--- src/rtl/sprite_pkg.sv ---
// Shared types for the sprite engine: per-object state, move request
// encoding and the span test used by the renderer.
package sprite_pkg;

  typedef logic [11:0] color_t;
  typedef logic [9:0]  xpos_t;
  typedef logic [8:0]  ypos_t;
  typedef logic [7:0]  size_t;

  typedef struct packed {
    xpos_t  x;
    ypos_t  y;
    size_t  size;
    color_t color;
  } obj_t;

  typedef enum logic [2:0] {
    MV_NONE,
    MV_UP,
    MV_DOWN,
    MV_RIGHT,
    MV_LEFT,
    MV_HOME
  } move_e;

  localparam int OBJ_SPACING = 32;

  // pos <= p < pos+len, evaluated on 11 bits so the sum cannot wrap
  function automatic logic in_span(input logic [10:0] pos, input logic [10:0] len,
                                   input logic [10:0] p);
    return (p >= pos) && (p < pos + len);
  endfunction

endpackage

--- src/rtl/sprite_engine_if.sv ---
// Board-side bundle of the sprite engine: buttons, object select,
// config write port, VGA pixel coordinate in and rendered pixel out.
interface sprite_engine_if #(
  parameter int NUM_OBJ = 4,
  parameter int SIZE_W  = 5
);
  import sprite_pkg::*;

  localparam int IDX_W = (NUM_OBJ > 1) ? $clog2(NUM_OBJ) : 1;

  logic             btn_up;
  logic             btn_down;
  logic             btn_left;
  logic             btn_right;
  logic             btn_center;
  logic [IDX_W-1:0] sel;
  logic             cfg_we;
  logic [IDX_W-1:0] cfg_idx;
  logic [SIZE_W-1:0] cfg_size;
  color_t           cfg_color;
  xpos_t            horizontal;
  ypos_t            vertical;
  color_t           pix_color;
  logic             pix_hit;
  logic [IDX_W-1:0] hit_idx;
  logic             move_tick;

  modport master (
    output btn_up, btn_down, btn_left, btn_right, btn_center, sel,
           cfg_we, cfg_idx, cfg_size, cfg_color, horizontal, vertical,
    input  pix_color, pix_hit, hit_idx, move_tick
  );

  modport slave (
    input  btn_up, btn_down, btn_left, btn_right, btn_center, sel,
           cfg_we, cfg_idx, cfg_size, cfg_color, horizontal, vertical,
    output pix_color, pix_hit, hit_idx, move_tick
  );

endinterface

--- src/rtl/btn_sync.sv ---
// Two-flop synchroniser for one raw push-button input.
module btn_sync (
  input  logic clk,
  input  logic rst_n,
  input  logic d_i,
  output logic q_o
);

  logic meta_q;
  logic sync_q;

  always_ff @(posedge clk or negedge rst_n) begin
    if (!rst_n) begin
      meta_q <= 1'b0;
      sync_q <= 1'b0;
    end else begin
      meta_q <= d_i;
      sync_q <= meta_q;
    end
  end

  assign q_o = sync_q;

endmodule

--- src/rtl/sprite_engine.sv ---
// Multi-object sprite controller: button-driven movement of the selected
// object on a tick, size/colour config writes and a 2-stage pixel renderer.
module sprite_engine
  import sprite_pkg::*;
#(
  parameter int     WIDTH    = 640,
  parameter int     HEIGHT   = 480,
  parameter int     NUM_OBJ  = 4,
  parameter int     SIZE_W   = 5,
  parameter int     DEF_SIZE = 15,
  parameter int     MOVE_DIV = 65536,
  parameter bit     WRAP     = 1'b0,
  parameter color_t BG_COLOR = 12'h000
) (
  input logic            clk_100MHz,
  input logic            CPU_RESETN,
  sprite_engine_if.slave bus
);

  localparam int          IDX_W = (NUM_OBJ > 1) ? $clog2(NUM_OBJ) : 1;
  localparam int          CNT_W = $clog2(MOVE_DIV);
  localparam logic [10:0] W11   = 11'(WIDTH);
  localparam logic [10:0] H11   = 11'(HEIGHT);

  logic [4:0] btn_raw;
  logic [4:0] btn_s;

  assign btn_raw = {bus.btn_center, bus.btn_up, bus.btn_down, bus.btn_right, bus.btn_left};

  btn_sync u_sync [4:0] (
    .clk   (clk_100MHz),
    .rst_n (CPU_RESETN),
    .d_i   (btn_raw),
    .q_o   (btn_s)
  );

  move_e dir;

  always_comb begin
    if      (btn_s[4]) dir = MV_HOME;
    else if (btn_s[3]) dir = MV_UP;
    else if (btn_s[2]) dir = MV_DOWN;
    else if (btn_s[1]) dir = MV_RIGHT;
    else if (btn_s[0]) dir = MV_LEFT;
    else               dir = MV_NONE;
  end

  logic [CNT_W-1:0] cnt_q;
  logic [CNT_W-1:0] cnt_d;
  logic             tick_q;

  assign cnt_d = (cnt_q == CNT_W'(MOVE_DIV - 1)) ? '0 : cnt_q + CNT_W'(1);

  obj_t        obj_q [NUM_OBJ];
  obj_t        obj_d [NUM_OBJ];
  obj_t        cur;
  obj_t        wr;
  logic [10:0] lim_x;
  logic [10:0] lim_y;
  logic [10:0] wlim_x;
  logic [10:0] wlim_y;

  always_comb begin
    obj_d  = obj_q;
    cur    = '0;
    wr     = '0;
    lim_x  = W11;
    lim_y  = H11;
    wlim_x = W11;
    wlim_y = H11;
    if (tick_q && (int'(bus.sel) < NUM_OBJ)) begin
      cur   = obj_q[bus.sel];
      lim_x = W11 - 11'(cur.size);
      lim_y = H11 - 11'(cur.size);
      case (dir)
        MV_HOME: begin
          cur.x = xpos_t'(OBJ_SPACING * int'(bus.sel));
          cur.y = '0;
        end
        MV_UP:    if (cur.y != '0)          cur.y = cur.y - ypos_t'(1);
                  else if (WRAP)            cur.y = ypos_t'(lim_y);
        MV_DOWN:  if (11'(cur.y) < lim_y)   cur.y = cur.y + ypos_t'(1);
                  else if (WRAP)            cur.y = '0;
        MV_RIGHT: if (11'(cur.x) < lim_x)   cur.x = cur.x + xpos_t'(1);
                  else if (WRAP)            cur.x = '0;
        MV_LEFT:  if (cur.x != '0)          cur.x = cur.x - xpos_t'(1);
                  else if (WRAP)            cur.x = xpos_t'(lim_x);
        default: ;
      endcase
      obj_d[bus.sel] = cur;
    end
    // Built from obj_q, so a write to the object being moved replaces the move.
    if (bus.cfg_we && (int'(bus.cfg_idx) < NUM_OBJ)) begin
      wr       = obj_q[bus.cfg_idx];
      wr.size  = size_t'(bus.cfg_size);
      wr.color = bus.cfg_color;
      wlim_x   = W11 - 11'(wr.size);
      wlim_y   = H11 - 11'(wr.size);
      if (11'(wr.x) > wlim_x) wr.x = xpos_t'(wlim_x);
      if (11'(wr.y) > wlim_y) wr.y = ypos_t'(wlim_y);
      obj_d[bus.cfg_idx] = wr;
    end
  end

  always_ff @(posedge clk_100MHz or negedge CPU_RESETN) begin
    if (!CPU_RESETN) begin
      cnt_q  <= '0;
      tick_q <= 1'b0;
      for (int i = 0; i < NUM_OBJ; i++) begin
        obj_q[i].x     <= xpos_t'(OBJ_SPACING * i);
        obj_q[i].y     <= '0;
        obj_q[i].size  <= size_t'(DEF_SIZE);
        obj_q[i].color <= 12'hFFF;
      end
    end else begin
      cnt_q  <= cnt_d;
      tick_q <= (cnt_q == CNT_W'(MOVE_DIV - 1));
      obj_q  <= obj_d;
    end
  end

  logic               on_screen;
  logic [NUM_OBJ-1:0] hit_d;
  logic [NUM_OBJ-1:0] hit_q;
  color_t             col_q [NUM_OBJ];
  logic               win_hit;
  logic [IDX_W-1:0]   win_idx;
  color_t             pix_color_q;
  logic               pix_hit_q;
  logic [IDX_W-1:0]   hit_idx_q;

  assign on_screen = (11'(bus.horizontal) < W11) && (11'(bus.vertical) < H11);

  always_comb begin
    hit_d = '0;
    for (int i = 0; i < NUM_OBJ; i++) begin
      hit_d[i] = on_screen
               && in_span(11'(obj_q[i].x), 11'(obj_q[i].size), 11'(bus.horizontal))
               && in_span(11'(obj_q[i].y), 11'(obj_q[i].size), 11'(bus.vertical));
    end
  end

  // Scan downwards so the lowest set index is the one left standing.
  always_comb begin
    win_hit = 1'b0;
    win_idx = '0;
    for (int i = NUM_OBJ - 1; i >= 0; i--) begin
      if (hit_q[i]) begin
        win_hit = 1'b1;
        win_idx = IDX_W'(i);
      end
    end
  end

  always_ff @(posedge clk_100MHz or negedge CPU_RESETN) begin
    if (!CPU_RESETN) begin
      hit_q       <= '0;
      pix_color_q <= '0;
      pix_hit_q   <= 1'b0;
      hit_idx_q   <= '0;
      for (int i = 0; i < NUM_OBJ; i++) col_q[i] <= '0;
    end else begin
      hit_q       <= hit_d;
      pix_hit_q   <= win_hit;
      hit_idx_q   <= win_idx;
      pix_color_q <= win_hit ? col_q[win_idx] : BG_COLOR;
      for (int i = 0; i < NUM_OBJ; i++) col_q[i] <= obj_q[i].color;
    end
  end

  assign bus.pix_color = pix_color_q;
  assign bus.pix_hit   = pix_hit_q;
  assign bus.hit_idx   = hit_idx_q;
  assign bus.move_tick = tick_q;

endmodule

--- src/flat_wrapper.sv ---
// flat-port wrapper written by rule: the top's interface ports become plain ports
module sprite_engine_flat import sprite_pkg::*;
#(
  parameter int     WIDTH    = 640,
  parameter int     HEIGHT   = 480,
  parameter int     NUM_OBJ  = 4,
  parameter int     SIZE_W   = 5,
  parameter int     DEF_SIZE = 15,
  parameter int     MOVE_DIV = 65536,
  parameter bit     WRAP     = 1'b0,
  parameter color_t BG_COLOR = 12'h000
)
  (clk_100MHz, CPU_RESETN, bus_btn_up, bus_btn_down, bus_btn_left, bus_btn_right, bus_btn_center, bus_sel, bus_cfg_we, bus_cfg_idx, bus_cfg_size, bus_cfg_color, bus_horizontal, bus_vertical, bus_pix_color, bus_pix_hit, bus_hit_idx, bus_move_tick);
  sprite_engine_if #(.NUM_OBJ(NUM_OBJ), .SIZE_W(SIZE_W)) bus_i ();
  input logic clk_100MHz;
  input logic CPU_RESETN;
  input wire logic [$bits(bus_i.btn_up)-1:0] bus_btn_up;
  input wire logic [$bits(bus_i.btn_down)-1:0] bus_btn_down;
  input wire logic [$bits(bus_i.btn_left)-1:0] bus_btn_left;
  input wire logic [$bits(bus_i.btn_right)-1:0] bus_btn_right;
  input wire logic [$bits(bus_i.btn_center)-1:0] bus_btn_center;
  input wire logic [$bits(bus_i.sel)-1:0] bus_sel;
  input wire logic [$bits(bus_i.cfg_we)-1:0] bus_cfg_we;
  input wire logic [$bits(bus_i.cfg_idx)-1:0] bus_cfg_idx;
  input wire logic [$bits(bus_i.cfg_size)-1:0] bus_cfg_size;
  input wire logic [$bits(bus_i.cfg_color)-1:0] bus_cfg_color;
  input wire logic [$bits(bus_i.horizontal)-1:0] bus_horizontal;
  input wire logic [$bits(bus_i.vertical)-1:0] bus_vertical;
  output wire logic [$bits(bus_i.pix_color)-1:0] bus_pix_color;
  output wire logic [$bits(bus_i.pix_hit)-1:0] bus_pix_hit;
  output wire logic [$bits(bus_i.hit_idx)-1:0] bus_hit_idx;
  output wire logic [$bits(bus_i.move_tick)-1:0] bus_move_tick;
  assign bus_i.btn_up = bus_btn_up;
  assign bus_i.btn_down = bus_btn_down;
  assign bus_i.btn_left = bus_btn_left;
  assign bus_i.btn_right = bus_btn_right;
  assign bus_i.btn_center = bus_btn_center;
  assign bus_i.sel = bus_sel;
  assign bus_i.cfg_we = bus_cfg_we;
  assign bus_i.cfg_idx = bus_cfg_idx;
  assign bus_i.cfg_size = bus_cfg_size;
  assign bus_i.cfg_color = bus_cfg_color;
  assign bus_i.horizontal = bus_horizontal;
  assign bus_i.vertical = bus_vertical;
  assign bus_pix_color = bus_i.pix_color;
  assign bus_pix_hit = bus_i.pix_hit;
  assign bus_hit_idx = bus_i.hit_idx;
  assign bus_move_tick = bus_i.move_tick;
  sprite_engine #(.WIDTH(WIDTH), .HEIGHT(HEIGHT), .NUM_OBJ(NUM_OBJ), .SIZE_W(SIZE_W), .DEF_SIZE(DEF_SIZE), .MOVE_DIV(MOVE_DIV), .WRAP(WRAP), .BG_COLOR(BG_COLOR)) u_core (.clk_100MHz(clk_100MHz), .CPU_RESETN(CPU_RESETN), .bus(bus_i));
endmodule
--- config.mk ---
export PLATFORM = sky130hd
export DESIGN_NAME = sprite_engine_flat
export DESIGN_NICKNAME = d
export VERILOG_FILES = /design/src/rtl/sprite_pkg.sv /design/src/rtl/sprite_engine_if.sv /design/src/rtl/btn_sync.sv /design/src/rtl/sprite_engine.sv /design/src/flat_wrapper.sv
export SDC_FILE = /design/constraint.sdc
export NUM_CORES = 1
export LEC_CHECK = 0
export BUFFER_PORTS_ARGS = -buffer_cell sky130_fd_sc_hd__buf_2
export CORE_AREA = 2 2 186 188
export CTS_CLUSTER_DIAMETER = 80
export CTS_CLUSTER_SIZE = 25
export DETAILED_ROUTE_END_ITERATION = 8
export DIE_AREA = 0 0 188 190
export PLACE_DENSITY = 0.71
export SYNTH_ARGS = -nofsm -noshare
export SYNTH_HDL_FRONTEND = slang
export SYNTH_SLANG_ARGS = --single-unit
--- constraint.sdc ---
create_clock -name clk_100MHz -period 5.7 [get_ports clk_100MHz]
set_input_delay 1.14 -clock clk_100MHz [delete_from_list [all_inputs] [get_ports clk_100MHz]]
set_output_delay 1.14 -clock clk_100MHz [all_outputs]
set_load 0.01 [all_outputs]
==> results of run 1 <==
-- flip-flops by register name, indices dropped and copies added (netlist names), 2 cells and up --
signal,count
u_core.bus.hit_idx,2
u_core.bus.pix_color,12
u_core.u_sync.q_o,5
u_core.u_sync.meta_q,5
u_core.hit_q,4
u_core.obj_q,156
u_core.col_q,48
u_core.cnt_q,16
-- worst max-delay path: cells and delay by family --
kind / cells / cell delay (ns)
xor+xnor: 1 / 0.13
buf+inv: 3 / 0.37
mux: 1 / 0.59
compound gates: 8 / 1.99
simple gates: 3 / 0.92
fa+ha+maj: 2 / 0.40
-- routing by layer --
layer  track usage, %  up-vias  wire, um  part of all wire, %
met5                0        -         0                    0
met4            14.87        0      2880                  5.0
met3            6.290      167      5248                  9.1
met2            51.11      806     26110                   45
met1            43.54     7338     23510                   41
li1                 -     6978         -                    -
-- cells by family (layout without fill, tap and decap cells) --
kind of cell | count (synthesis) | after routing | synth area share (%)
other | 0 | 2 | 0
AO/OA/AOI/OAI | 486 | 486 | 17.22
flip-flops | 250 | 250 | 34.76
adder cells (fa/ha/maj) | 252 | 252 | 17.61
XOR/XNOR | 78 | 78 | 3.745
buffers and inverters | 199 | 253 | 4.170
AND/OR/NAND/NOR | 594 | 594 | 14.92
multiplexers | 65 | 65 | 7.565
-- how the worst max path moves through the flow --
stage,startpoint,end,slack (ns),cells past startpoint
5_1_grt,bus_sel[0],u_core.obj_q[114],0.22,17
6_report,bus_sel[0],u_core.obj_q[24],0.56,18
3_3_place_gp,bus_sel[0],u_core.obj_q[38],0.18,17
3_5_place_dp,bus_sel[0],u_core.obj_q[77],0.06,17
4_1_cts,bus_sel[0],u_core.obj_q[77],0.61,17
2_1_floorplan,bus_sel[1],u_core.obj_q[38],0.06,19
-- power by group through the flow --
| stage | Combinational (mW) | Sequential [mW] | Clock, mW |
|---|---|---|---|
| global placement | 2.08 | 2.46 | 0 |
| floorplan | 1.63 | 2.27 | 0 |
| detailed placement | 2.16 | 2.46 | 0 |
| global route | 2.50 | 2.46 | 1.49 |
| CTS | 2.18 | 2.43 | 1.43 |
| finish | 2.20 | 2.45 | 1.41 |
-- cells in the mapped netlist, types with 5 or more instances --
cell                       number
sky130_fd_sc_hd__o211ai_1      17
sky130_fd_sc_hd__ha_1         244
sky130_fd_sc_hd__xnor2_1       53
sky130_fd_sc_hd__nor2_1       130
sky130_fd_sc_hd__a221o_1       23
sky130_fd_sc_hd__dfrtp_1      182
sky130_fd_sc_hd__or3_1          5
sky130_fd_sc_hd__o22ai_1       11
sky130_fd_sc_hd__a21boi_0       9
sky130_fd_sc_hd__buf_2          5
sky130_fd_sc_hd__and2_1        35
sky130_fd_sc_hd__nor3_1        27
sky130_fd_sc_hd__o21ai_0      133
sky130_fd_sc_hd__inv_1        134
sky130_fd_sc_hd__a211oi_1      17
sky130_fd_sc_hd__nand2b_1      18
sky130_fd_sc_hd__nor4_1         9
sky130_fd_sc_hd__a21oi_1      117
sky130_fd_sc_hd__a31oi_1        8
sky130_fd_sc_hd__o21a_1        27
sky130_fd_sc_hd__xor2_1        25
sky130_fd_sc_hd__or2_2          8
sky130_fd_sc_hd__buf_1          8
sky130_fd_sc_hd__o21bai_1      17
sky130_fd_sc_hd__nand3_1       27
sky130_fd_sc_hd__and3_1        12
sky130_fd_sc_hd__a22oi_1       20
sky130_fd_sc_hd__o31ai_1        7
sky130_fd_sc_hd__dfstp_2       68
sky130_fd_sc_hd__fa_1           8
sky130_fd_sc_hd__mux4_2        57
sky130_fd_sc_hd__a21o_1        34
sky130_fd_sc_hd__nor2b_1       22
sky130_fd_sc_hd__mux2i_1        7
sky130_fd_sc_hd__nand2_1      267
sky130_fd_sc_hd__clkbuf_1      51
sky130_fd_sc_hd__nand4_1       10
-- cell type report --
type / instances / area, um^2
antenna: 2 / 5.005
clock buffer: 23 / 490.5
clock inverter: 9 / 151.4
fill: 2973 / 14200
inverter: 134 / 503.0
multi-input combinational: 1475 / 11170
sequential: 250 / 6341
tap: 455 / 569.3
timing repair buffer: 87 / 518.0
-- metrics by stage --
step	instances	power, mW	instance area [um^2]	setup WS [ns]
after floorplan	1924	3.899	18250	0.05810
after global placement	2401	4.542	19100	0.1786
after detailed placement	2401	4.625	19100	0.06015
after CTS	2433	6.040	19740	0.6146
after global routing	2435	6.454	19750	0.2195
final	2435	6.057	19750	0.5580
==> metrics.txt, run 1 <==
# TYPE chip_impl_metric gauge
chip_impl_metric{name="per_cell_routed_wire_length",unit="um"} 23.72
chip_impl_metric{name="syn2layout_area_growth",unit="%"} 8.237
chip_impl_metric{name="numPortBuffers",unit=""} 63
chip_impl_metric{name="timing.critical_path.required",unit="ns"} 6.13
chip_impl_metric{name="start_util",unit="%"} 53.74
chip_impl_metric{name="reg2reg_slack",unit="ns"} 0.92
chip_impl_info{name="netlist_top_cells_area",value="sky130_fd_sc_hd__dfrtp_1 25%, sky130_fd_sc_hd__ha_1 17%, sky130_fd_sc_hd__dfstp_2 9.8%"} 1
chip_impl_metric{name="cellInternalPower",unit="mW"} 3.714
chip_impl_metric{name="timing.critical_path.slowest_cell_delay",unit="ns"} 0.59
chip_impl_metric{name="drt_drc_violations_left",unit=""} 0
chip_impl_metric{name="mapped_cell_area",unit="um^2"} 18240
chip_impl_metric{name="fp.dieW",unit="um"} 188
chip_impl_metric{name="critPathMaxFanout",unit=""} 7
chip_impl_metric{name="cap_viol_max_count",unit=""} 0
chip_impl_metric{name="final_hold_viol_count",unit=""} 0
chip_impl_metric{name="clockPowerShare",unit="%"} 23.2
chip_impl_info{name="hold_path_startpoint",value="u_core.u_sync[1].meta_q"} 1
chip_impl_metric{name="place_hpwl",unit="um"} 42270
chip_impl_info{name="cp_cell_sequence",value="buf_2 > mux4_2 > inv_1 > ha_1 > inv_1 > or4_4 > nand2_1 > xnor2_1 > ha_1 > a21o_1 > a211oi_1 > o2bb2ai_1 > a31o_1 > and3_4 > a311oi_2 > a2111oi_4 > a21oi_1 > a21oi_1"} 1
chip_impl_info{name="slowest_stage",value="sky130_fd_sc_hd__mux4_2"} 1
chip_impl_metric{name="power.combinational.fraction",unit="%"} 36.3
chip_impl_metric{name="synth.net_count",unit=""} 2224
chip_impl_metric{name="grt_first_pass_wirelength",unit="um"} 88410
chip_impl_metric{name="reg2regPathDepth",unit=""} 17
chip_impl_metric{name="drt_pass1_iterations",unit=""} 5
chip_impl_info{name="hp-class",value="flip-flop to flip-flop"} 1
chip_impl_info{name="mostFrequentLayoutCells",value="267 x sky130_fd_sc_hd__nand2_1, 244 x sky130_fd_sc_hd__ha_1, 182 x sky130_fd_sc_hd__dfrtp_1"} 1
chip_impl_metric{name="totalNegativeSetupSlack",unit="ns"} 0
chip_impl_metric{name="register_bit_total_from_synthesis",unit=""} 250
chip_impl_info{name="ys_dominant_reg_cell",value="sky130_fd_sc_hd__dfrtp_1"} 1
chip_impl_metric{name="synth.yosys.warnings",unit=""} 0
chip_impl_info{name="synth_top_cell_by_area",value="sky130_fd_sc_hd__dfrtp_1"} 1
chip_impl_metric{name="final-setup-viol-count",unit=""} 0
chip_impl_metric{name="layout.nets",unit=""} 2266
chip_impl_info{name="worst-setup-path-type",value="primary input to flip-flop"} 1
chip_impl_metric{name="cts_htree_levels",unit=""} 1
chip_impl_metric{name="post_route_cells_drive_above_1_share",unit="%"} 13.60
chip_impl_info{name="rr_startpoint",value="u_core.obj_q[12]"} 1
chip_impl_metric{name="gp_congestion",unit=""} 1.025
chip_impl_metric{name="clk_latency",unit="ns"} 0.52
chip_impl_metric{name="core_area",unit="um^2"} 33950
chip_impl_metric{name="numClockSinks",unit=""} 250
chip_impl_metric{name="hold_slack",unit="ns"} 0.3583
chip_impl_metric{name="netlist_cell_types",unit=""} 76
chip_impl_info{name="end_kind",value="flip-flop"} 1
chip_impl_metric{name="final_core_occ",unit="%"} 58.16
chip_impl_metric{name="post-cts-setup-buffer-count",unit=""} 0
chip_impl_metric{name="holdBufCountCts",unit=""} 0
chip_impl_metric{name="total_cts_buffers",unit=""} 18
chip_impl_metric{name="timing.final.crit_period",unit="ns"} 5.142
chip_impl_metric{name="finalMaxSlewViolations",unit=""} 0
chip_impl_metric{name="detailedRoute.firstIterationViolations",unit=""} 1332
chip_impl_metric{name="vdd_ir_drop_max",unit="uV"} 257.6
chip_impl_metric{name="final.setup_skew",unit="ns"} 0.01766
chip_impl_info{name="worstSetupStartpointType",value="primary input"} 1
chip_impl_metric{name="cts_repair_resize_count",unit=""} 0
chip_impl_metric{name="power_frac_seq",unit="%"} 40.5
chip_impl_info{name="endpoint_of_the_most_critical_register_to_register_path",value="u_core.obj_q[24]"} 1
chip_impl_metric{name="ios",unit=""} 64
chip_impl_metric{name="power.static_leakage",unit="nW"} 9.105
chip_impl_metric{name="power_switching",unit="mW"} 2.343
chip_impl_metric{name="drt-total-wl",unit="um"} 57750
chip_impl_metric{name="synth.yosys.seq_area_share",unit="%"} 34.76
chip_impl_metric{name="row_count",unit=""} 68
chip_impl_info{name="run_status",value="finished clean"} 1
chip_impl_metric{name="grt_overflow_total",unit=""} 0
chip_impl_metric{name="gr-usage-all-layers",unit="%"} 32.46
chip_impl_metric{name="synth_async_sr_flop_share",unit="%"} 100.0
chip_impl_info{name="rsz_0062_raised_after_global_routing",value="no"} 1
chip_impl_info{name="clock_tree.root_cell",value="sky130_fd_sc_hd__clkbuf_16"} 1
chip_impl_info{name="clock_tree_from_tritoncts",value="built"} 1
chip_impl_metric{name="grt_max_degree",unit=""} 107
chip_impl_metric{name="floorplan.die_area",unit="um^2"} 35720
chip_impl_metric{name="cellPowerDensity",unit="nW/um^2"} 306.8
chip_impl_metric{name="via_count",unit=""} 15289
chip_impl_metric{name="max_slew_margin",unit="%"} 8.973
chip_impl_metric{name="clk_pin_slew",unit="ns"} 0.09
chip_impl_metric{name="antenna_found_initial",unit=""} 2
chip_impl_metric{name="final_antenna_net_count",unit=""} 0
chip_impl_metric{name="finalCritPeriodShare",unit="%"} 90.21
chip_impl_metric{name="routed_via_density",unit=""} 6.279
chip_impl_metric{name="number_of_enable_flip_flop_cells_after_synthesis",unit=""} 0
chip_impl_metric{name="netSwitchingFraction",unit="%"} 38.68
chip_impl_metric{name="vias_in_the_first_global_route",unit=""} 14792
chip_impl_metric{name="achievable-frequency",unit="MHz"} 194.5
chip_impl_info{name="layout_commonest_cell",value="sky130_fd_sc_hd__nand2_1"} 1
chip_impl_metric{name="syn_avg_cell_area",unit="um^2"} 9.482
chip_impl_metric{name="die_height",unit="um"} 190
chip_impl_metric{name="tightest_slew",unit="ns"} 1.360
chip_impl_info{name="min_delay_worst_endpoint",value="u_core.u_sync[1].q_o"} 1
chip_impl_metric{name="whs_path_depth",unit=""} 0
chip_impl_metric{name="synthesis.instances",unit=""} 1924
chip_impl_metric{name="clock_path_buffers",unit=""} 3
chip_impl_metric{name="worst_ep_arrival_time",unit="ns"} 5.57
chip_impl_metric{name="post-synth-top-area-fraction",unit="%"} 24.97
Note: power is estimated with default switching activity, not from simulation.
==> run 2, diff against run 1 <==
Settings changed: CORE_AREA 2 2 186 188 to 2 2 191 193, DIE_AREA 0 0 188 190 to 0 0 193 195, PLACE_DENSITY 0.71 to 0.68, RECOVER_POWER from default to 50.
==> run 2 against run 1 <==
The run now ends with capacitance limit, slew limit left. Count of clock-buffer cells in the layout is the same. Clock power fell by 4%. Worst hold slack lost 0.00063 ns. Cell area shrank 0.31%. Maximum frequency shrank 0.84%. Highest routed layer is now met5. Largest cell class unchanged. First-iteration DRC count is 13% higher. Non-clock buffer count stayed put. Die area grew 5.4%. Total power is 0.41% lower.
==> metrics.txt, run 2 (same netlist as run 1, synthesis figures left out) <==
# TYPE chip_impl_metric gauge
chip_impl_metric{name="drt_pass1_iterations",unit=""} 7
chip_impl_metric{name="power_frac_seq",unit="%"} 40.3
chip_impl_metric{name="antenna_found_initial",unit=""} 3
chip_impl_metric{name="critPathMaxFanout",unit=""} 9
chip_impl_metric{name="power",unit="mW"} 6.032
chip_impl_metric{name="grt_first_pass_wirelength",unit="um"} 88860
chip_impl_metric{name="final_antenna_net_count",unit=""} 0
chip_impl_metric{name="vias_in_the_first_global_route",unit=""} 15272
chip_impl_metric{name="cellInternalPower",unit="mW"} 3.687
chip_impl_metric{name="final.setup_skew",unit="ns"} 0.05665
chip_impl_info{name="registers.top_by_ff_count",value="u_core.obj_q"} 1
chip_impl_metric{name="hold_slack",unit="ns"} 0.3577
chip_impl_metric{name="ios",unit=""} 64
chip_impl_metric{name="post-cts-setup-buffer-count",unit=""} 0
chip_impl_metric{name="finish.instance_area",unit="um^2"} 19680
chip_impl_metric{name="timing.critical_path.slowest_cell_delay",unit="ns"} 0.58
chip_impl_metric{name="floorplan.die_area",unit="um^2"} 37640
chip_impl_metric{name="numClockSinks",unit=""} 250
chip_impl_info{name="mostFrequentLayoutCells",value="267 x sky130_fd_sc_hd__nand2_1, 244 x sky130_fd_sc_hd__ha_1, 182 x sky130_fd_sc_hd__dfrtp_1"} 1
chip_impl_metric{name="reg2reg_slack",unit="ns"} 0.83
chip_impl_metric{name="final_cell_count_no_fill",unit=""} 2441
chip_impl_metric{name="start_util",unit="%"} 51.54
chip_impl_metric{name="totalNegativeSetupSlack",unit="ns"} 0
chip_impl_metric{name="die_height",unit="um"} 195
chip_impl_metric{name="final_hold_viol_count",unit=""} 0
chip_impl_metric{name="core_area",unit="um^2"} 35400
chip_impl_info{name="clock_tree.root_cell",value="sky130_fd_sc_hd__clkbuf_16"} 1
chip_impl_metric{name="layout.nets",unit=""} 2266
chip_impl_info{name="run_status",value="finished with violations"} 1
chip_impl_metric{name="total_cts_buffers",unit=""} 18
chip_impl_metric{name="gp_congestion",unit=""} 1.054
chip_impl_metric{name="detailedRoute.firstIterationViolations",unit=""} 1507
chip_impl_metric{name="place_hpwl",unit="um"} 43000
chip_impl_info{name="slowest_stage",value="sky130_fd_sc_hd__mux4_2"} 1
chip_impl_metric{name="numPortBuffers",unit=""} 63
chip_impl_info{name="cpLargestDelayFamily",value="compound AO/OA/AOI/OAI gates"} 1
chip_impl_metric{name="clockPowerShare",unit="%"} 22.4
chip_impl_metric{name="routed_via_density",unit=""} 6.338
chip_impl_metric{name="reg2regPathDepth",unit=""} 16
chip_impl_metric{name="dpl-instance-area",unit="um^2"} 19100
chip_impl_metric{name="clock_path_buffers",unit=""} 3
chip_impl_info{name="layout_commonest_cell",value="sky130_fd_sc_hd__nand2_1"} 1
chip_impl_metric{name="max_slew_margin",unit="%"} -170.2
chip_impl_metric{name="postLayoutSetupSlackWorst",unit="ns"} 0.5144
chip_impl_metric{name="cts_repair_resize_count",unit=""} 0
chip_impl_metric{name="final.fill_count",unit=""} 3210
chip_impl_info{name="worstSetupStartpointType",value="primary input"} 1
chip_impl_info{name="endpoint_of_the_most_critical_register_to_register_path",value="u_core.obj_q[36]"} 1
chip_impl_metric{name="clk_latency",unit="ns"} 0.55
chip_impl_info{name="crit_path_end",value="u_core.obj_q[36]"} 1
chip_impl_metric{name="fp.dieW",unit="um"} 193
chip_impl_metric{name="cellPowerDensity",unit="nW/um^2"} 306.4
chip_impl_info{name="rsz_0062_raised_after_global_routing",value="no"} 1
chip_impl_metric{name="placed_instance_count",unit=""} 2407
chip_impl_metric{name="finalMaxSlewViolations",unit=""} 84
chip_impl_metric{name="worst-path-stages",unit=""} 17
chip_impl_info{name="hp-class",value="flip-flop to flip-flop"} 1
chip_impl_metric{name="power.static_leakage",unit="nW"} 9.070
chip_impl_metric{name="worst_ep_arrival_time",unit="ns"} 5.57
chip_impl_metric{name="drt_drc_violations_left",unit=""} 0
chip_impl_metric{name="clk_pin_slew",unit="ns"} 0.09
chip_impl_info{name="cp_cell_sequence",value="buf_2 > mux4_2 > inv_1 > ha_1 > inv_1 > or4_4 > o21ai_0 > nand2_1 > ha_1 > a21o_1 > a221o_1 > a221oi_1 > o2bb2ai_2 > nand4_1 > o21ai_0 > o311ai_1 > a221o_1"} 1
chip_impl_metric{name="post_route_cells_drive_above_1_share",unit="%"} 12.69
chip_impl_metric{name="vdd_ir_drop_max",unit="uV"} 174.7
chip_impl_info{name="violations_in_the_final_reports",value="capacitance limit, slew limit"} 1
chip_impl_metric{name="final-setup-viol-count",unit=""} 0
chip_impl_metric{name="row_count",unit=""} 69
chip_impl_metric{name="cts_htree_levels",unit=""} 1
chip_impl_metric{name="grt_max_degree",unit=""} 113
chip_impl_metric{name="drt-total-wl",unit="um"} 57620
chip_impl_metric{name="dp_worst_slack",unit="ns"} 0.08465
chip_impl_metric{name="cap_viol_max_count",unit=""} 1
chip_impl_metric{name="holdBufCountCts",unit=""} 0
chip_impl_metric{name="syn2layout_area_growth",unit="%"} 7.901
chip_impl_info{name="largest_registers",value="u_core.obj_q x156, u_core.col_q x48, u_core.cnt_q x16"} 1
chip_impl_metric{name="power_switching",unit="mW"} 2.344
chip_impl_info{name="end_kind",value="flip-flop"} 1
chip_impl_metric{name="largest_reg_flops",unit=""} 156
chip_impl_info{name="clock_tree_from_tritoncts",value="built"} 1
chip_impl_metric{name="finalCritPeriodShare",unit="%"} 90.98
chip_impl_metric{name="via_count",unit=""} 15470
chip_impl_metric{name="tightest_slew",unit="ns"} 4.053
chip_impl_metric{name="timing.final.crit_period",unit="ns"} 5.186
chip_impl_metric{name="grt_overflow_total",unit=""} 0
chip_impl_info{name="rr_startpoint",value="u_core.obj_q[51]"} 1
chip_impl_metric{name="power.combinational.fraction",unit="%"} 37.3
chip_impl_metric{name="final_core_occ",unit="%"} 55.61
chip_impl_metric{name="gr-usage-all-layers",unit="%"} 31.02
chip_impl_metric{name="achievable-frequency",unit="MHz"} 192.8
chip_impl_metric{name="timing.critical_path.required",unit="ns"} 6.09
chip_impl_metric{name="cp.buffers_inverters",unit=""} 3
chip_impl_info{name="worst-setup-path-type",value="primary input to flip-flop"} 1
chip_impl_metric{name="netSwitchingFraction",unit="%"} 38.87
chip_impl_metric{name="per_cell_routed_wire_length",unit="um"} 23.60
chip_impl_info{name="startpoint",value="bus_sel[0]"} 1
-- run 2: routing by layer --
metal / vias to the layer above / GRT usage (%) / share of wire, %
met5: - / 0 / 0.023
met4: 2 / 13.16 / 4.8
met3: 202 / 7.800 / 10
met2: 751 / 48.57 / 45
met1: 7523 / 40.90 / 40
li1: 6992 / - / -
-- run 2: final cells by class --
cell class / count / area (um^2) / share of cell area, %
well taps: 461 / 576.8 / 2.930
repair buffers: 87 / 504.2 / 2.562
flip-flops and latches: 250 / 6341 / 32.21
inverters: 134 / 503.0 / 2.555
clock buffers: 23 / 479.2 / 2.435
multi-input cells: 1475 / 11160 / 56.71
clock inverters: 9 / 112.6 / 0.5721
diodes: 2 / 5.005 / 0.02543
-- run 2: worst min-delay path by stage --
stage / depth (start not counted) / startpoint / endpoint / slack, ns
6_report: 0 / u_core.u_sync[3].meta_q / u_core.u_sync[3].q_o / 0.36
5_1_grt: 0 / u_core.u_sync[3].meta_q / u_core.u_sync[3].q_o / 0.37
4_1_cts: 0 / u_core.u_sync[3].meta_q / u_core.u_sync[3].q_o / 0.36
3_5_place_dp: 0 / u_core.u_sync[0].meta_q / u_core.u_sync[0].q_o / 0.34
3_3_place_gp: 0 / u_core.u_sync[3].meta_q / u_core.u_sync[3].q_o / 0.33
2_1_floorplan: 0 / u_core.u_sync[0].meta_q / u_core.u_sync[0].q_o / 0.33
-- run 2: power groups by stage --
stage	clock, mW	combinational (mW)	sequential, mW
after global routing	1.43	2.54	2.45
after floorplan	0	1.63	2.27
after detailed placement	0	2.22	2.45
final	1.35	2.25	2.43
after CTS	1.37	2.24	2.41
after global placement	0	2.17	2.44
-- run 2: worst register-to-register path: stages (launching register included) --
cell                        delay (ns)
sky130_fd_sc_hd__dfstp_2          0.46
sky130_fd_sc_hd__mux4_2           0.55
sky130_fd_sc_hd__inv_1            0.09
sky130_fd_sc_hd__ha_1             0.13
sky130_fd_sc_hd__inv_1            0.10
sky130_fd_sc_hd__or4_4            0.58
sky130_fd_sc_hd__o21ai_0          0.17
sky130_fd_sc_hd__nand2_1          0.08
sky130_fd_sc_hd__ha_1             0.29
sky130_fd_sc_hd__a21o_1           0.18
sky130_fd_sc_hd__a221o_1          0.35
sky130_fd_sc_hd__a221oi_1         0.27
sky130_fd_sc_hd__o2bb2ai_2        0.27
sky130_fd_sc_hd__nand4_1          0.29
sky130_fd_sc_hd__o21ai_0          0.28
sky130_fd_sc_hd__o311ai_1         0.24
sky130_fd_sc_hd__a221o_1          0.38
==> run 3, diff against run 2 <==
Settings changed: SETUP_SLACK_MARGIN from default to 0.05.
Clock period 5.7 ns to 5.3 ns, I/O delays scaled along.
==> run 3 against run 2 <==
The run still ends with capacitance limit, slew limit left. Sequential share of layout area decreased by 0.12 points. Total power up 7.4%. Combinational power grew 9.8%. Critical endpoint is now u_core.obj_q[114]. Highest routed layer is now met4.
==> metrics.txt, run 3 (same netlist as run 1, synthesis figures left out) <==
# TYPE chip_impl_metric gauge
chip_impl_metric{name="numPortBuffers",unit=""} 63
chip_impl_metric{name="tightest_slew",unit="ns"} 3.125
chip_impl_info{name="registers.top_by_ff_count",value="u_core.obj_q"} 1
chip_impl_info{name="worstSetupStartpointType",value="primary input"} 1
chip_impl_info{name="worst-setup-path-type",value="primary input to flip-flop"} 1
chip_impl_metric{name="post-cts-setup-buffer-count",unit=""} 0
chip_impl_metric{name="largest_reg_flops",unit=""} 156
chip_impl_metric{name="detailedRoute.firstIterationViolations",unit=""} 1506
chip_impl_metric{name="grt_first_pass_wirelength",unit="um"} 89920
chip_impl_metric{name="power.static_leakage",unit="nW"} 9.138
chip_impl_metric{name="vdd_ir_drop_max",unit="uV"} 185.1
chip_impl_info{name="clock_tree.root_cell",value="sky130_fd_sc_hd__clkbuf_16"} 1
chip_impl_metric{name="timing.final.crit_period",unit="ns"} 4.835
chip_impl_metric{name="vias_in_the_first_global_route",unit=""} 15444
chip_impl_metric{name="total_cts_buffers",unit=""} 17
chip_impl_info{name="rsz_0062_raised_after_global_routing",value="no"} 1
chip_impl_metric{name="finalMaxSlewViolations",unit=""} 237
chip_impl_metric{name="final-setup-viol-count",unit=""} 0
chip_impl_metric{name="row_count",unit=""} 69
chip_impl_metric{name="via_count",unit=""} 15437
chip_impl_info{name="largest_registers",value="u_core.obj_q x156, u_core.col_q x48, u_core.cnt_q x16"} 1
chip_impl_metric{name="critPathMaxFanout",unit=""} 9
chip_impl_metric{name="per_cell_routed_wire_length",unit="um"} 23.66
chip_impl_info{name="violations_in_the_final_reports",value="capacitance limit, slew limit"} 1
chip_impl_info{name="mostFrequentLayoutCells",value="267 x sky130_fd_sc_hd__nand2_1, 244 x sky130_fd_sc_hd__ha_1, 182 x sky130_fd_sc_hd__dfrtp_1"} 1
chip_impl_metric{name="grt_max_degree",unit=""} 121
chip_impl_metric{name="final.setup_skew",unit="ns"} 0.02009
chip_impl_metric{name="layout.nets",unit=""} 2281
chip_impl_metric{name="finish.instance_area",unit="um^2"} 19760
chip_impl_metric{name="gp_congestion",unit=""} 0.9585
chip_impl_metric{name="cts_repair_resize_count",unit=""} 0
chip_impl_metric{name="clock_path_buffers",unit=""} 3
chip_impl_metric{name="start_util",unit="%"} 51.54
chip_impl_metric{name="max_slew_margin",unit="%"} -108.4
chip_impl_metric{name="holdBufCountCts",unit=""} 0
chip_impl_info{name="run_status",value="finished with violations"} 1
chip_impl_metric{name="drt-total-wl",unit="um"} 58080
chip_impl_metric{name="clk_pin_slew",unit="ns"} 0.09
chip_impl_metric{name="clk_latency",unit="ns"} 0.52
chip_impl_metric{name="core_area",unit="um^2"} 35400
chip_impl_metric{name="cellPowerDensity",unit="nW/um^2"} 327.8
chip_impl_metric{name="drt_drc_violations_left",unit=""} 0
chip_impl_metric{name="fp.dieW",unit="um"} 193
chip_impl_metric{name="drt_pass1_iterations",unit=""} 6
chip_impl_metric{name="final_antenna_net_count",unit=""} 0
chip_impl_info{name="hp-class",value="flip-flop to flip-flop"} 1
chip_impl_metric{name="place_hpwl",unit="um"} 43640
chip_impl_metric{name="final_hold_viol_count",unit=""} 0
chip_impl_metric{name="cts_htree_levels",unit=""} 1
chip_impl_metric{name="numClockSinks",unit=""} 250
chip_impl_metric{name="post_route_cells_drive_above_1_share",unit="%"} 13.55
chip_impl_metric{name="syn2layout_area_growth",unit="%"} 8.306
chip_impl_info{name="end_kind",value="flip-flop"} 1
chip_impl_metric{name="ios",unit=""} 64
chip_impl_metric{name="achievable-frequency",unit="MHz"} 206.8
chip_impl_metric{name="timing.critical_path.required",unit="ns"} 5.70
chip_impl_metric{name="die_height",unit="um"} 195
chip_impl_metric{name="worst_ep_arrival_time",unit="ns"} 5.23
chip_impl_metric{name="dpl-instance-area",unit="um^2"} 19230
chip_impl_metric{name="grt_overflow_total",unit=""} 0
chip_impl_metric{name="gr-usage-all-layers",unit="%"} 31.47
chip_impl_info{name="clock_tree_from_tritoncts",value="built"} 1
chip_impl_metric{name="floorplan.die_area",unit="um^2"} 37640
chip_impl_info{name="hold_path_startpoint",value="u_core.u_sync[1].meta_q"} 1
chip_impl_info{name="layout_commonest_cell",value="sky130_fd_sc_hd__nand2_1"} 1
chip_impl_metric{name="antenna_found_initial",unit=""} 1
chip_impl_info{name="rr_startpoint",value="u_core.obj_q[130]"} 1
chip_impl_metric{name="finalCritPeriodShare",unit="%"} 91.22
chip_impl_metric{name="cap_viol_max_count",unit=""} 2
chip_impl_metric{name="routed_via_density",unit=""} 6.288
chip_impl_metric{name="power",unit="mW"} 6.477
chip_impl_info{name="startpoint",value="bus_sel[1]"} 1
## run 3: cell count changes in the layout (fill, tap and decap cells not counted), sizes merged
cell           delta
clkinv            -1
clkdlybuf4s25     -1
buf              +15
inv               +1
## run 3: final cells by class
type | instances | area, um^2
inverter | 134 | 503.0
clock inverter | 9 | 103.9
clock buffer | 21 | 450.4
sequential | 250 | 6341
fill | 3217 | 15640
antenna | 2 | 5.005
tap | 461 | 576.8
timing repair buffer | 103 | 604.3
multi-input combinational | 1475 | 11170
## run 3: where the power goes
part	total [mW]	leakage, nW	switching, mW	internal (mW)
combinational	2.47	5.80	1.41	1.06
clock	1.40	0.268	0.755	0.645
sequential	2.60	3.07	0.361	2.24
## run 3: worst paths after layout
kind | endpoint | slack, ns | cells after the start
setup / recovery | u_core.obj_q[114] | 0.47 | 18
hold / removal | u_core.u_sync[1].q_o | 0.36 | 0
setup reg to reg | u_core.obj_q[114] | 0.73 | 17
hold reg to reg | u_core.u_sync[1].q_o | 0.36 | 0
max in group asynchronous | u_core.col_q[11] | 0.83 | 2
min in group asynchronous | u_core.hit_q[1] | 1.50 | 1
## run 3: through the flow
stage	setup WS, ns	hold slack (ns)	util, %	setup TNS [ns]	instances
2_1_floorplan	0.05413	0.3312	-	0	1924
3_3_place_gp	0.06158	0.3348	54.33	0	2423
3_5_place_dp	-0.003575	0.3364	54.33	-0.006525	2423
4_1_cts	0.5234	0.3553	55.90	0	2453
5_1_grt	0.1040	0.3536	55.81	0	2454
6_report	0.4651	0.3552	55.82	0	2455
## run 3: layer usage
layer  GRT usage (%)  wire length (um)  part of all wire (%)  up-vias
met3           6.560              5608                   9.7      173
met5               0                 0                     0        -
met2           48.47             25870                    45      778
met1           42.83             23800                    41     7470
met4           13.97              2804                   4.8        0
li1                -                 -                     -     7016
## run 3: critical path, cell delays in order
cell and delay, ns:
sky130_fd_sc_hd__buf_2 0.15, sky130_fd_sc_hd__mux4_2 0.52, sky130_fd_sc_hd__inv_1 0.07, sky130_fd_sc_hd__ha_1 0.14, sky130_fd_sc_hd__inv_1 0.05, sky130_fd_sc_hd__or4_4 0.56, sky130_fd_sc_hd__o21ai_0 0.19, sky130_fd_sc_hd__nand2_1 0.08
sky130_fd_sc_hd__ha_1 0.29, sky130_fd_sc_hd__a21o_1 0.18, sky130_fd_sc_hd__a221o_1 0.36, sky130_fd_sc_hd__a221oi_2 0.20, sky130_fd_sc_hd__o2bb2ai_2 0.26, sky130_fd_sc_hd__nand4_1 0.26, sky130_fd_sc_hd__o21ai_0 0.22, sky130_fd_sc_hd__o311ai_1 0.13
sky130_fd_sc_hd__buf_4 0.18, sky130_fd_sc_hd__a221o_1 0.32
